**config.mk**
```make
export PLATFORM = sky130hd
export DESIGN_NAME = load_register
export DESIGN_NICKNAME = d
export VERILOG_FILES = /design/src/rtl/reg_pkg.sv /design/src/rtl/load_register.sv
export SDC_FILE = /design/constraint.sdc
export NUM_CORES = 1
export LEC_CHECK = 0
export CAP_MARGIN = 10
export CORE_AREA = 2 2 39 41
export DETAILED_ROUTE_END_ITERATION = 8
export DIE_AREA = 0 0 41 43
export SLEW_MARGIN = 15
export SYNTH_ARGS = -nofsm -noshare
export SYNTH_HDL_FRONTEND = slang
export SYNTH_SLANG_ARGS = --single-unit
```
**constraint.sdc**
```tcl
create_clock -name clk -period 1.6 [get_ports clk]
set_input_delay 0.32 -clock clk [delete_from_list [all_inputs] [get_ports clk]]
set_output_delay 0.32 -clock clk [all_outputs]
set_load 0.02 [all_outputs]
```
**src/rtl/reg_pkg.sv**
```systemverilog
// reg_pkg: shared defaults for the parallel load register
package reg_pkg;
   localparam int          DEFAULT_WIDTH = 8;
   localparam logic [63:0] DEFAULT_RESET = '0;
endpackage

```
**src/rtl/load_register.sv**
```systemverilog
// load_register: WIDTH-bit register with synchronous reset and load enable
module load_register
   import reg_pkg::*;
#(
   parameter int          WIDTH       = DEFAULT_WIDTH,
   parameter logic [63:0] RESET_VALUE = DEFAULT_RESET
) (
   input  logic             clk,
   input  logic             rst,
   input  logic             load_en,
   input  logic [WIDTH-1:0] par_in,
   output logic [WIDTH-1:0] par_out
);
   // reject widths outside 1..64 and reset values with bits above WIDTH
   if (WIDTH < 1 || WIDTH > 64) begin : g_bad_width
      $error("load_register: WIDTH must be 1..64");
   end else if (WIDTH < 64 && (RESET_VALUE >> WIDTH) != 64'd0) begin : g_bad_reset
      $error("load_register: RESET_VALUE does not fit in WIDTH bits");
   end
   always_ff @(posedge clk)
      par_out <= rst ? RESET_VALUE[WIDTH-1:0] : load_en ? par_in : par_out;
endmodule

```
==> results.cfg, run 1 <==
[outcome]
status = finished clean

[cells_and_area]
final_area_sq_um = 500
fin_cells = 62
regMostFlops = par_out
fillers = 161
layout.nets = 59
antenna-diode-count = 0
syn2layout_area_growth_pct = 75.4
largest_reg_flops = 8
layout-drive-gt1-share = 0.0870
final_core_util = 0.362
top_regs = par_out: 8 flops

[global_routing]
grt-ovfl-total = 0
grt_max_degree = 9
grt_pass1_wl_microns = 897
antenna_found_initial = 0
grt_pass1_vias = 222
grt_usage = 0.0825

[yosys]
synth_top_area_cell = dfxtp_1
synth_warnings = 0
synth_top_area_frac = 0.561
ys_ff_latch = 8
yosysSeqAreaShare = 0.561
yosys-top-cells-area = dfxtp_1 (56%), mux2i_1 (28%), nor2_1 (11%), buf_6 (3.9%), buf_1 (1.3%)
synthesis.nets = 37
ys_types = 5
syn_inst = 26
avgSynthCellArea_sq_um = 11.0
syn_area_sq_um = 285

[placement]
portBuffers = 18
pre_cts_ws_ps = 247
placedCellCount = 59
routabilityCongestion = 0.549
placed_area_sq_um = 478

[pwr]
p_leak_nw = 0.214
internal-power_uw = 350
pwr-share-comb = 0.195
p_clk_frac = 0.330
power_density_nw_per_um2 = 913
p_sw_uw = 106
peakVddDrop_mv = 0.399
seqPwrFrac = 0.475
swShare = 0.233

[floorplanning]
fp.dieH_microns = 43
dieArea_sq_um = 1760
ios = 19
placementRows = 14
core_sq_um = 1380
start_util = 0.206
chipWidth_microns = 41

[setup_path]
critical_path.top_delay_family = buffers and inverters
path_class = reg -> out
crit_path_end_kind = output pin
cp_slowest_cell = clkdlybuf4s50_1
critical_path.startpoint_type = register
critical_path_buf_inv_count = 1
cp.required_ps = 1280
cpPeakStageDelay_ps = 600
path_cells = clkdlybuf4s50_1
cp_data_arrival_time_ps = 1180
path_max_fanout = 2

[clock_network]
clkTransAtPathRegs_ps = 50
cts_hold_buf = 0
htreeDepth = 1
cts.sinks = 8
cts_resized = 0
clk_latency_ps = 250
cts_max_path_buffers = 2
cts_tree = yes
cts_buffers = 3
cts-root-buf = clkbuf_4
cts_setup_buffers = 0

[route]
wl_microns = 603
dr.pass1.iters = 3
drc = 0
avgRoutedWirePerCell_microns = 9.73
vias_per_cell = 4.03
via_count = 250
drt_iter0_markers = 3
ant_nets = 0

[job]
maxCapViolCount = 0

[sta]
finalSetupTns_ps = 0
tightestPinTransition_ps = 272
fin_skew_ps = 0
fmax_mhz = 665
rsz0062_at_grt = false
slew_viol_final = 0
period_share = 0.940
min_period_ps = 1500
maxSlewHeadroom = 0.818
hold_violations = 0
setup-violations-final = 0
setup_slack_ps = 96.0

[min_path]
hp-class = reg -> reg
kinds of logic after synthesis:
group | after synthesis | share of synthesized area
buffers and inverters | 2 | 0.0526
DFF | 8 | 0.561
muxes | 8 | 0.281
and+or+nand+nor | 8 | 0.105
synth_stat cells, drive strengths merged:
master	count
nor2	8
dfxtp	8
buf	2
mux2i	8
final timing paths:
kind / from / end / slack (ps) / depth (start not counted)
setup / recovery: par_out[4] / par_out[4] / 100 / 1
hold / removal: par_out[1] / par_out[1] / 500 / 2
setup reg to reg: par_out[5] / par_out[5] / 1000 / 2
hold reg to reg: par_out[1] / par_out[1] / 500 / 2
through the flow:
| step | power, mW | hold WS, ps |
|---|---|---|
| global route | 0.483 | 522 |
| CTS | 0.469 | 500 |
| detailed placement | 0.311 | 487 |
| finish | 0.457 | 495 |
| floorplan | 0.261 | 467 |
| global placement | 0.310 | 474 |
area by class of cell:
type / instances / area (sq um) / area share
well taps: 16 / 20.0 / 0.0400
multi-input cells: 16 / 110 / 0.220
flip-flops and latches: 8 / 160 / 0.320
clock buffers: 3 / 22.5 / 0.0450
repair buffers: 19 / 188 / 0.375
per-layer routing:
layer,vias up,share of wire,track usage
li1,126,-,-
met1,111,0.42,0.0841
met2,13,0.46,0.109
met3,0,0.13,0.0785
met4,0,0,0.0400
met5,-,0,0
cell usage in the layout, fill, tap and decap left out, drive strengths merged:
cell type	n
mux2i	8
dfxtp	8
nor2	8
clkbuf	3
clkdlybuf4s50	18
buf	1
power by group through the flow:
stage          Combinational (mW)  Sequential, mW  Clock [mW]
6_report                   0.0889           0.217       0.151
5_1_grt                    0.0952           0.218       0.170
4_1_cts                    0.0904           0.217       0.162
3_5_place_dp               0.0896           0.221           0
3_3_place_gp               0.0890           0.221           0
2_1_floorplan              0.0253           0.236           0
(Power assumes the default switching activity.)
==> inputs of run 2 (changes only) <==
ABC_CLOCK_PERIOD_IN_PS = 1600   (was not set)
SKIP_CTS_REPAIR_TIMING = 1   (was not set)
==> results of run 2 <==
Final layout, timing and power as in run 1 (identical DEF).
